$ cat src/rtl/imem_loader_if.sv
// Byte-stream handshake and instruction-memory write port of the program loader.
// The master is the byte source / memory side; the slave is the loader itself.
interface imem_loader_if #(
    parameter int ADDR_W = 13
) ();
    logic              byte_valid_i;
    logic [7:0]        byte_data_i;
    logic              byte_ready_o;
    logic              wr_en_o;
    logic [ADDR_W-1:0] wr_addr_o;
    logic [31:0]       wr_data_o;

    modport master (
        output byte_valid_i, byte_data_i,
        input  byte_ready_o, wr_en_o, wr_addr_o, wr_data_o
    );

    modport slave (
        input  byte_valid_i, byte_data_i,
        output byte_ready_o, wr_en_o, wr_addr_o, wr_data_o
    );
endinterface

$ cat src/rtl/imem_loader.sv
// Packs a little-endian byte stream into 32-bit instructions, writes them to
// instruction memory and holds the core in reset while a program is loading.
module imem_loader #(
    parameter int DEPTH     = 2048,
    parameter int ADDR_W    = 13,
    parameter int BOOT_HOLD = 1
) (
    input  logic        clk_i,
    input  logic        rst_ni,
    input  logic        start_i,
    input  logic [11:0] len_i,
    imem_loader_if.slave bus,
    output logic        busy_o,
    output logic        done_o,
    output logic        err_o,
    output logic [31:0] checksum_o,
    output logic        cpu_rst_no
);

    typedef enum logic [1:0] {IDLE, RECV, WRITE, DONE} state_e;

    localparam logic [12:0] DepthW = 13'(DEPTH);

    state_e            state_q, state_d;
    logic [11:0]       len_q, len_d;
    logic [11:0]       word_cnt_q, word_cnt_d;
    logic [1:0]        byte_cnt_q, byte_cnt_d;
    logic [31:0]       asm_q, asm_d;
    logic [ADDR_W-1:0] wr_addr_q, wr_addr_d;
    logic [31:0]       wr_data_q, wr_data_d;
    logic [31:0]       checksum_q, checksum_d;
    logic              err_q, err_d;

    logic lenOk, startOk, byteAccept, lastWord, canStart;

    assign lenOk      = (len_i != 12'd0) && ({1'b0, len_i} <= DepthW);
    assign startOk    = start_i && lenOk;
    assign canStart   = (state_q == IDLE) || (state_q == DONE);
    assign byteAccept = bus.byte_valid_i && (state_q == RECV);
    assign lastWord   = (word_cnt_q == len_q - 12'd1);

    always_ff @(posedge clk_i or negedge rst_ni) begin
        if (!rst_ni) begin
            state_q <= IDLE;
        end else begin
            state_q <= state_d;
        end
    end

    always_comb begin
        state_d = state_q;
        case (state_q)
            IDLE, DONE: if (startOk) state_d = RECV;
            RECV:       if (byteAccept && byte_cnt_q == 2'd3) state_d = WRITE;
            WRITE:      state_d = lastWord ? DONE : RECV;
            default:    state_d = IDLE;
        endcase
    end

    always_comb begin
        bus.byte_ready_o = (state_q == RECV);
        bus.wr_en_o      = (state_q == WRITE);
        busy_o           = (state_q == RECV) || (state_q == WRITE);
        done_o           = (state_q == DONE);
        case (state_q)
            IDLE:    cpu_rst_no = (BOOT_HOLD == 0);
            DONE:    cpu_rst_no = 1'b1;
            default: cpu_rst_no = 1'b0;
        endcase
    end

    // The write address/data are captured on the fourth byte so they are ready
    // during WRITE and then simply hold until the next word completes.
    always_comb begin
        len_d      = len_q;
        word_cnt_d = word_cnt_q;
        byte_cnt_d = byte_cnt_q;
        asm_d      = asm_q;
        wr_addr_d  = wr_addr_q;
        wr_data_d  = wr_data_q;
        checksum_d = checksum_q;
        err_d      = err_q;

        if (canStart) begin
            if (startOk) begin
                len_d      = len_i;
                word_cnt_d = 12'd0;
                byte_cnt_d = 2'd0;
                checksum_d = 32'd0;
                err_d      = 1'b0;
            end else if (start_i) begin
                err_d = 1'b1;
            end
        end else if (start_i) begin
            err_d = 1'b1;
        end

        if (byteAccept) begin
            asm_d[{byte_cnt_q, 3'b000} +: 8] = bus.byte_data_i;
            byte_cnt_d = byte_cnt_q + 2'd1;
            if (byte_cnt_q == 2'd3) begin
                wr_data_d = {bus.byte_data_i, asm_q[23:0]};
                wr_addr_d = {word_cnt_q[ADDR_W-3:0], 2'b00};
            end
        end

        if (state_q == WRITE) begin
            checksum_d = checksum_q + wr_data_q;
            word_cnt_d = word_cnt_q + 12'd1;
        end
    end

    always_ff @(posedge clk_i or negedge rst_ni) begin
        if (!rst_ni) begin
            len_q      <= 12'd0;
            word_cnt_q <= 12'd0;
            byte_cnt_q <= 2'd0;
            asm_q      <= 32'd0;
            wr_addr_q  <= '0;
            wr_data_q  <= 32'd0;
            checksum_q <= 32'd0;
            err_q      <= 1'b0;
        end else begin
            len_q      <= len_d;
            word_cnt_q <= word_cnt_d;
            byte_cnt_q <= byte_cnt_d;
            asm_q      <= asm_d;
            wr_addr_q  <= wr_addr_d;
            wr_data_q  <= wr_data_d;
            checksum_q <= checksum_d;
            err_q      <= err_d;
        end
    end

    assign bus.wr_addr_o = wr_addr_q;
    assign bus.wr_data_o = wr_data_q;
    assign checksum_o    = checksum_q;
    assign err_o         = err_q;

endmodule

$ cat src/flat_wrapper.sv
// flat-port wrapper written by rule: the top's interface ports become plain ports
module imem_loader_flat 
#(
    parameter int DEPTH     = 2048,
    parameter int ADDR_W    = 13,
    parameter int BOOT_HOLD = 1
)
  (clk_i, rst_ni, start_i, len_i, busy_o, done_o, err_o, checksum_o, cpu_rst_no, bus_byte_valid_i, bus_byte_data_i, bus_byte_ready_o, bus_wr_en_o, bus_wr_addr_o, bus_wr_data_o);
  imem_loader_if #(.ADDR_W(ADDR_W)) bus_i ();
  input  logic clk_i;
  input  logic rst_ni;
  input  logic start_i;
  input  logic [11:0] len_i;
  output logic busy_o;
  output logic done_o;
  output logic err_o;
  output logic [31:0] checksum_o;
  output logic cpu_rst_no;
  input wire logic [$bits(bus_i.byte_valid_i)-1:0] bus_byte_valid_i;
  input wire logic [$bits(bus_i.byte_data_i)-1:0] bus_byte_data_i;
  output wire logic [$bits(bus_i.byte_ready_o)-1:0] bus_byte_ready_o;
  output wire logic [$bits(bus_i.wr_en_o)-1:0] bus_wr_en_o;
  output wire logic [$bits(bus_i.wr_addr_o)-1:0] bus_wr_addr_o;
  output wire logic [$bits(bus_i.wr_data_o)-1:0] bus_wr_data_o;
  assign bus_i.byte_valid_i = bus_byte_valid_i;
  assign bus_i.byte_data_i = bus_byte_data_i;
  assign bus_byte_ready_o = bus_i.byte_ready_o;
  assign bus_wr_en_o = bus_i.wr_en_o;
  assign bus_wr_addr_o = bus_i.wr_addr_o;
  assign bus_wr_data_o = bus_i.wr_data_o;
  imem_loader #(.DEPTH(DEPTH), .ADDR_W(ADDR_W), .BOOT_HOLD(BOOT_HOLD)) u_core (.clk_i(clk_i), .rst_ni(rst_ni), .start_i(start_i), .len_i(len_i), .bus(bus_i), .busy_o(busy_o), .done_o(done_o), .err_o(err_o), .checksum_o(checksum_o), .cpu_rst_no(cpu_rst_no));
endmodule
$ cat config.mk
export PLATFORM = sky130hd
export DESIGN_NAME = imem_loader_flat
export DESIGN_NICKNAME = d
export VERILOG_FILES = /design/src/rtl/imem_loader_if.sv /design/src/rtl/imem_loader.sv /design/src/flat_wrapper.sv
export SDC_FILE = /design/constraint.sdc
export NUM_CORES = 1
export LEC_CHECK = 0
export CAP_MARGIN = 30
export CORE_ASPECT_RATIO = 0.9
export CORE_UTILIZATION = 40
export CTS_CLUSTER_DIAMETER = 30
export DETAILED_ROUTE_END_ITERATION = 10
export HOLD_SLACK_MARGIN = 0.02
export PLACE_DENSITY = 0.62
export REMOVE_ABC_BUFFERS = 1
export SLEW_MARGIN = 20
export SYNTH_ARGS = -nofsm -noshare
export SYNTH_HDL_FRONTEND = slang
export SYNTH_SLANG_ARGS = --single-unit
$ cat constraint.sdc
create_clock -name clk_i -period 3.8 [get_ports clk_i]
set_clock_uncertainty 0.15 [all_clocks]
set_input_delay 0.76 -clock clk_i [delete_from_list [all_inputs] [get_ports clk_i]]
set_output_delay 0.76 -clock clk_i [all_outputs]
set_load 0.1 [all_outputs]
Word level (Yosys, flattened, before mapping)
Cells that the tools add are included.
{"block": "word_totals", "reg_bits": 136, "in_bits": 24, "output_inout_bits": 83, "wordCells": 60}
{"block": "classes", "add_sub_neg": 5, "order_cmp": 1, "eq_ne": 7, "n_shift": 2, "n_mux": 18, "reduce_logical": 18}
{"cell": "32-bit 2-to-1 mux", "n": 3}
{"cell": "12-bit 2-to-1 mux", "n": 3}
{"cell": "32-bit adder", "n": 1}
{"cell": "32-bit bitwise mux", "n": 1}
{"cell": "8-bit by 7-bit variable shift with 32-bit output (first input constant)", "n": 1}
{"cell": "8-bit by 7-bit variable part select with 32-bit output", "n": 1}
{"cell": "12-bit by 1-bit adder with 12-bit output (second input constant)", "n": 1}
{"cell": "12-bit == test", "n": 1}
{"cell": "12-bit <= comparator (second input constant)", "n": 1}
{"cell": "2-bit 2-to-1 mux", "n": 6}
{"cell": "12-bit nonzero test", "n": 1}
{"cell": "12-bit by 1-bit subtractor with 12-bit output (second input constant)", "n": 1}
{"cell": "2-bit AND reduction", "n": 5}
{"cell": "2-bit nonzero test", "n": 4}
{"cell": "5-bit negator with 7-bit output", "n": 1}
{"cell": "2-bit == test (second input constant)", "n": 3}
{"cell": "2-bit one-hot mux with 3 select lines", "n": 1}
{"cell": "1-bit logical AND", "n": 4}
{"cell": "1-bit 2-to-1 mux", "n": 4}
{"cell": "2-bit by 1-bit inequality test with 1-bit output (second input constant)", "n": 2}
{"cell": "2-bit by 1-bit adder with 2-bit output (second input constant)", "n": 1}
{"cell": "2-bit by 1-bit == test with 1-bit output (second input constant)", "n": 1}
{"cell": "2-bit zero test", "n": 1}
{"cell": "1-bit logical OR", "n": 2}
{"cell": "2-bit OR reduction", "n": 1}

Longest topological paths before layout
{"block": "depth", "word_depth": 6, "mapped_depth": 12, "ltp_nobuf": 12}

Least setup slack after synthesis
No wires, ideal clock.
{"block": "synth_timing", "path_kind": "register to register", "start": "reg u_core.checksum_q[14] (netlist: u_core.checksum_o[14])", "end": "reg u_core.checksum_q[31] (netlist: u_core.checksum_o[31])", "setup_time_ns": 0.133, "t_arrival_ns": 3.141, "required_time_ns": 3.517, "path_slack_ns": 0.376, "stages_incl_launch_ff": 12, "n_path_buf": 0, "period_less_slack_ns": 3.424, "cell_sequence": "dfrtp_1 > ha_1 > a21oi_2 > nor2b_1 > o21a_1 > or3_4 > o31ai_4 > o22ai_1 > a21o_1 > a211oi_4 > mux2i_1 > o211ai_1"}
{"block": "synth_via", "elab_chain_len": 2}
{"item": "start: declaration", "line_no": "imem_loader.sv:31", "rtl": "logic [31:0] checksum_q, checksum_d;"}
{"item": "start signal: assignment", "line_no": "imem_loader.sv:130", "rtl": "checksum_q <= checksum_d;"}
{"item": "32-bit adder", "line_no": "imem_loader.sv:108", "rtl": "checksum_d = checksum_q + wr_data_q;"}
{"item": "32-bit 2-to-1 mux", "line_no": "imem_loader.sv:107", "rtl": "if (state_q == WRITE) begin"}
Every way passes these cells.
A chain may end at the register's enable or synchronous reset.

Worst setup path after layout
{"block": "layout_timing", "start": "reg u_core.wr_data_q[0] (netlist: u_core.bus.wr_data_o[0])", "end": "reg u_core.checksum_q[30] (netlist: u_core.checksum_o[30])"}
{"block": "layout_via", "elab_chain_len": 2}
{"item": "start: declaration", "line_no": "imem_loader.sv:30", "rtl": "logic [31:0] wr_data_q, wr_data_d;"}
{"item": "start signal: assignment", "line_no": "imem_loader.sv:129", "rtl": "wr_data_q <= wr_data_d;"}
{"item": "32-bit adder", "line_no": "imem_loader.sv:108"}
{"item": "32-bit 2-to-1 mux", "line_no": "imem_loader.sv:107"}
Every way passes these cells.

==> impl_metrics.ini <==
[status]
outcome = complete, no violations

[synth]
synth_cells = 667
ys_ff_latch = 128
ys.warnings.count = 0
yosysSeqAreaShare_pct = 46.0
synth_flop_cell = dfrtp_1
synth_edf_count = 0
netlist_area_mm2 = 0.00697
synth.avg_cell_area_um2 = 10.4
ys_async_sr_fraction_pct = 100
synth.distinct_cells = 58

[floorplanning]
initial_core_util_pct = 41.1
fp-row-count = 45
core_mm2 = 0.0169
die_height_um = 127
die_x_um = 141
die_area_mm2 = 0.0179
num_io_pins = 107

[cts]
cts-root-buf = clkbuf_16
clk_latency_ps = 420
htreeDepth = 4
cts_tree = yes
cts_sinks = 128
clockBufferDepth = 2
clk_pin_slew_ps = 60
cts_inserted_buffers = 17

[drt]
ant_nets = 0
drtIter0Drc = 343
wl_per_cell_um = 17.4
dr.pass1.iters = 5
drc = 0
vias = 5512
wirelength_um = 17700
vias_per_cell = 5.43

[global_route]
antenna_found_initial = 0
grtUsageMet3_pct = 5.10
grtUsageMet2_pct = 32.0
grt_pass1_vias = 5299
grt.total_usage_pct = 20.6
overflow = 0
grt_first_pass_wirelength_um = 28400
met1_usage_pct = 28.6
busiest_layer = met2
grt_max_degree = 55

[pwr]
powerDensity_mw_per_mm2 = 913
p_leak_nw = 3.93
ir_drop_mv = 0.649

[setup_path]
r2r_end = u_core.checksum_o[30]$_DFFE_PN0P_
reg2reg_from = u_core.bus.wr_data_o[0]$_DFFE_PN0P_
path_common_cell = o21ai_0
crit_end = u_core.checksum_o[30]$_DFFE_PN0P_
critPathRequiredTime_ps = 3940
crit_path_end_kind = flip-flop
crit_path_start = u_core.bus.wr_data_o[0]$_DFFE_PN0P_
ff2ff_setup_slack_ps = 340
worstPathCellList = ha_1, fa_1, a21o_1, a31oi_1, nor3_1, o21ai_1, o221ai_1, a31oi_2, o21ai_0, a21oi_1, xor2_1, o21ai_0
crit_slowest_cell = fa_1
worstPathArrival_ps = 3600
path_class = flip-flop to flip-flop
critPathMaxFanout = 3
start_kind = flip-flop
reg2reg_depth = 12
cpPeakStageDelay_ps = 420

[job]
drv_cap = 0

[cells_and_area]
diodes = 0
nets = 834
final_common_cell = dfrtp_1
drive_above_1_share_pct = 14.2
postLayoutCoreUtil_pct = 52.0
final_cell_mix = 128 x dfrtp_1, 96 x clkdlybuf4s50_1, 62 x nand2_1
syn2layout_area_growth_pct = 26.5

[timing]
hold_ws_ps = 203
worst_slack_ps = 339
worstMarginPinSlew_ps = 1020
rsz0062_at_grt = no
fmax_mhz = 289
setup_violations = 0
fin_crit_sh_pct = 91.1
timing.setup.tns_ps = 0
slew_violations = 0
timing.final.crit_period_ps = 3460
hold_viol_final = 0
slew_headroom_pct = 31.5

[place]
dp_slack_ps = 328
gp_congestion = 0.904
portBuffers = 104
hpwl_um = 12900

[hold_path]
hold_class = input port to asynchronous set/reset pin
## where the power goes
part / total [W] / switching (W) / internal [W]
combinational: 0.00422 / 0.00299 / 0.00123
sequential: 0.00225 / 0.000449 / 0.00180
clock: 0.00157 / 0.000601 / 0.000965
## registers in the layout (all words and copies together) (netlist names), named ones only
register              count
u_core.bus.wr_data_o     32
u_core.checksum_o        32
u_core.asm_q             24
u_core.len_q             12
u_core.word_cnt_q        12
u_core.bus.wr_addr_o     11
u_core.byte_cnt_q         2
u_core.state_q            2
## cell families after synthesis
logic type | Yosys count | synth area share (%)
buffers and inverters | 51 | 3.02
xor gates and xnor gates | 44 | 5.53
DFF | 128 | 46.0
other | 1 | 0.0538
muxes | 63 | 10.0
AOI/OAI and AO/OA | 177 | 16.9
adders and majority gates | 43 | 7.83
and+or+nand+nor | 160 | 10.7
## cell type report
| type | count | area (um2) |
|---|---|---|
| clock buffer | 23 | 488 |
| inverter | 18 | 67.6 |
| sequential | 128 | 3200 |
| tap | 235 | 294 |
| fill | 1489 | 8130 |
| multi-input combinational | 489 | 3570 |
| clock inverter | 9 | 81.3 |
| timing repair buffer | 113 | 1110 |
## layer usage
metal,share of wire [%],wire (um)
met2,46,8190
met1,47,8320
met4,0.73,129
met5,0,0
met3,6.0,1060
## through the flow
step                      instance area, um2  power (W)  cells
after floorplan                         6830    0.00540    635
after global placement                  8240    0.00641    983
after detailed placement                8240    0.00648    983
after CTS                               8810    0.00807   1015
after global routing                    8810    0.00843   1015
final                                   8810    0.00804   1015
## worst min-delay path by stage
| stage | endpoint | slack [ps] | cells after the start |
|---|---|---|---|
| floorplan | asynchronous set/reset pin | 310 | 0 |
| global placement | flip-flop | 310 | 1 |
| detailed placement | flip-flop | 340 | 1 |
| CTS | u_core.checksum_o[1]$_DFFE_PN0P_ | 210 | 1 |
| global route | u_core.checksum_o[6]$_DFFE_PN0P_ | 240 | 1 |
| finish | u_core.bus.wr_data_o[3]$_DFFE_PN0P_ | 200 | 1 |
## repair_timing
action	in CTS	in global routing
gates resized for setup	0	1
buffers inserted	0	0
hold buffers	0	0
setup endpoints to repair	0	1
endpoints found under the hold margin	0	0
## cells in the mapped netlist (all sizes together) (2+ instances only)
cell type,count,area share (%)
a21o,9,0.97
nor2,32,1.7
mux2i,8,1.1
a211o,2,0.25
a41oi,2,0.25
or4,3,0.32
dfrtp,128,46
and3,4,0.36
xor2,20,2.5
a21oi,37,2.8
o21a,7,0.75
nand2,63,3.4
clkbuf,28,1.5
a31oi,10,0.90
o21ai,56,4.0
nand2b,4,0.36
nand4,4,0.36
o31ai,7,0.95
buf,5,0.54
mux2,55,8.9
xnor2,24,3.0
a22o,28,3.5
nor4,7,0.63
inv,18,0.97
nand3,16,1.1
o21bai,4,0.43
ha,42,7.5
a211oi,3,0.57
nor3,13,0.93
nor2b,4,0.36
and2,3,0.27
or3,3,0.34
## critical path, delay by kind of cell, from the launching register on
kind / cells / cell delay (ps)
flops: 1 / 390
compound gates: 8 / 1820
fa+ha+maj: 2 / 660
xor+xnor: 1 / 150
simple gates: 1 / 160
Power figures use the tool's default switching activity.
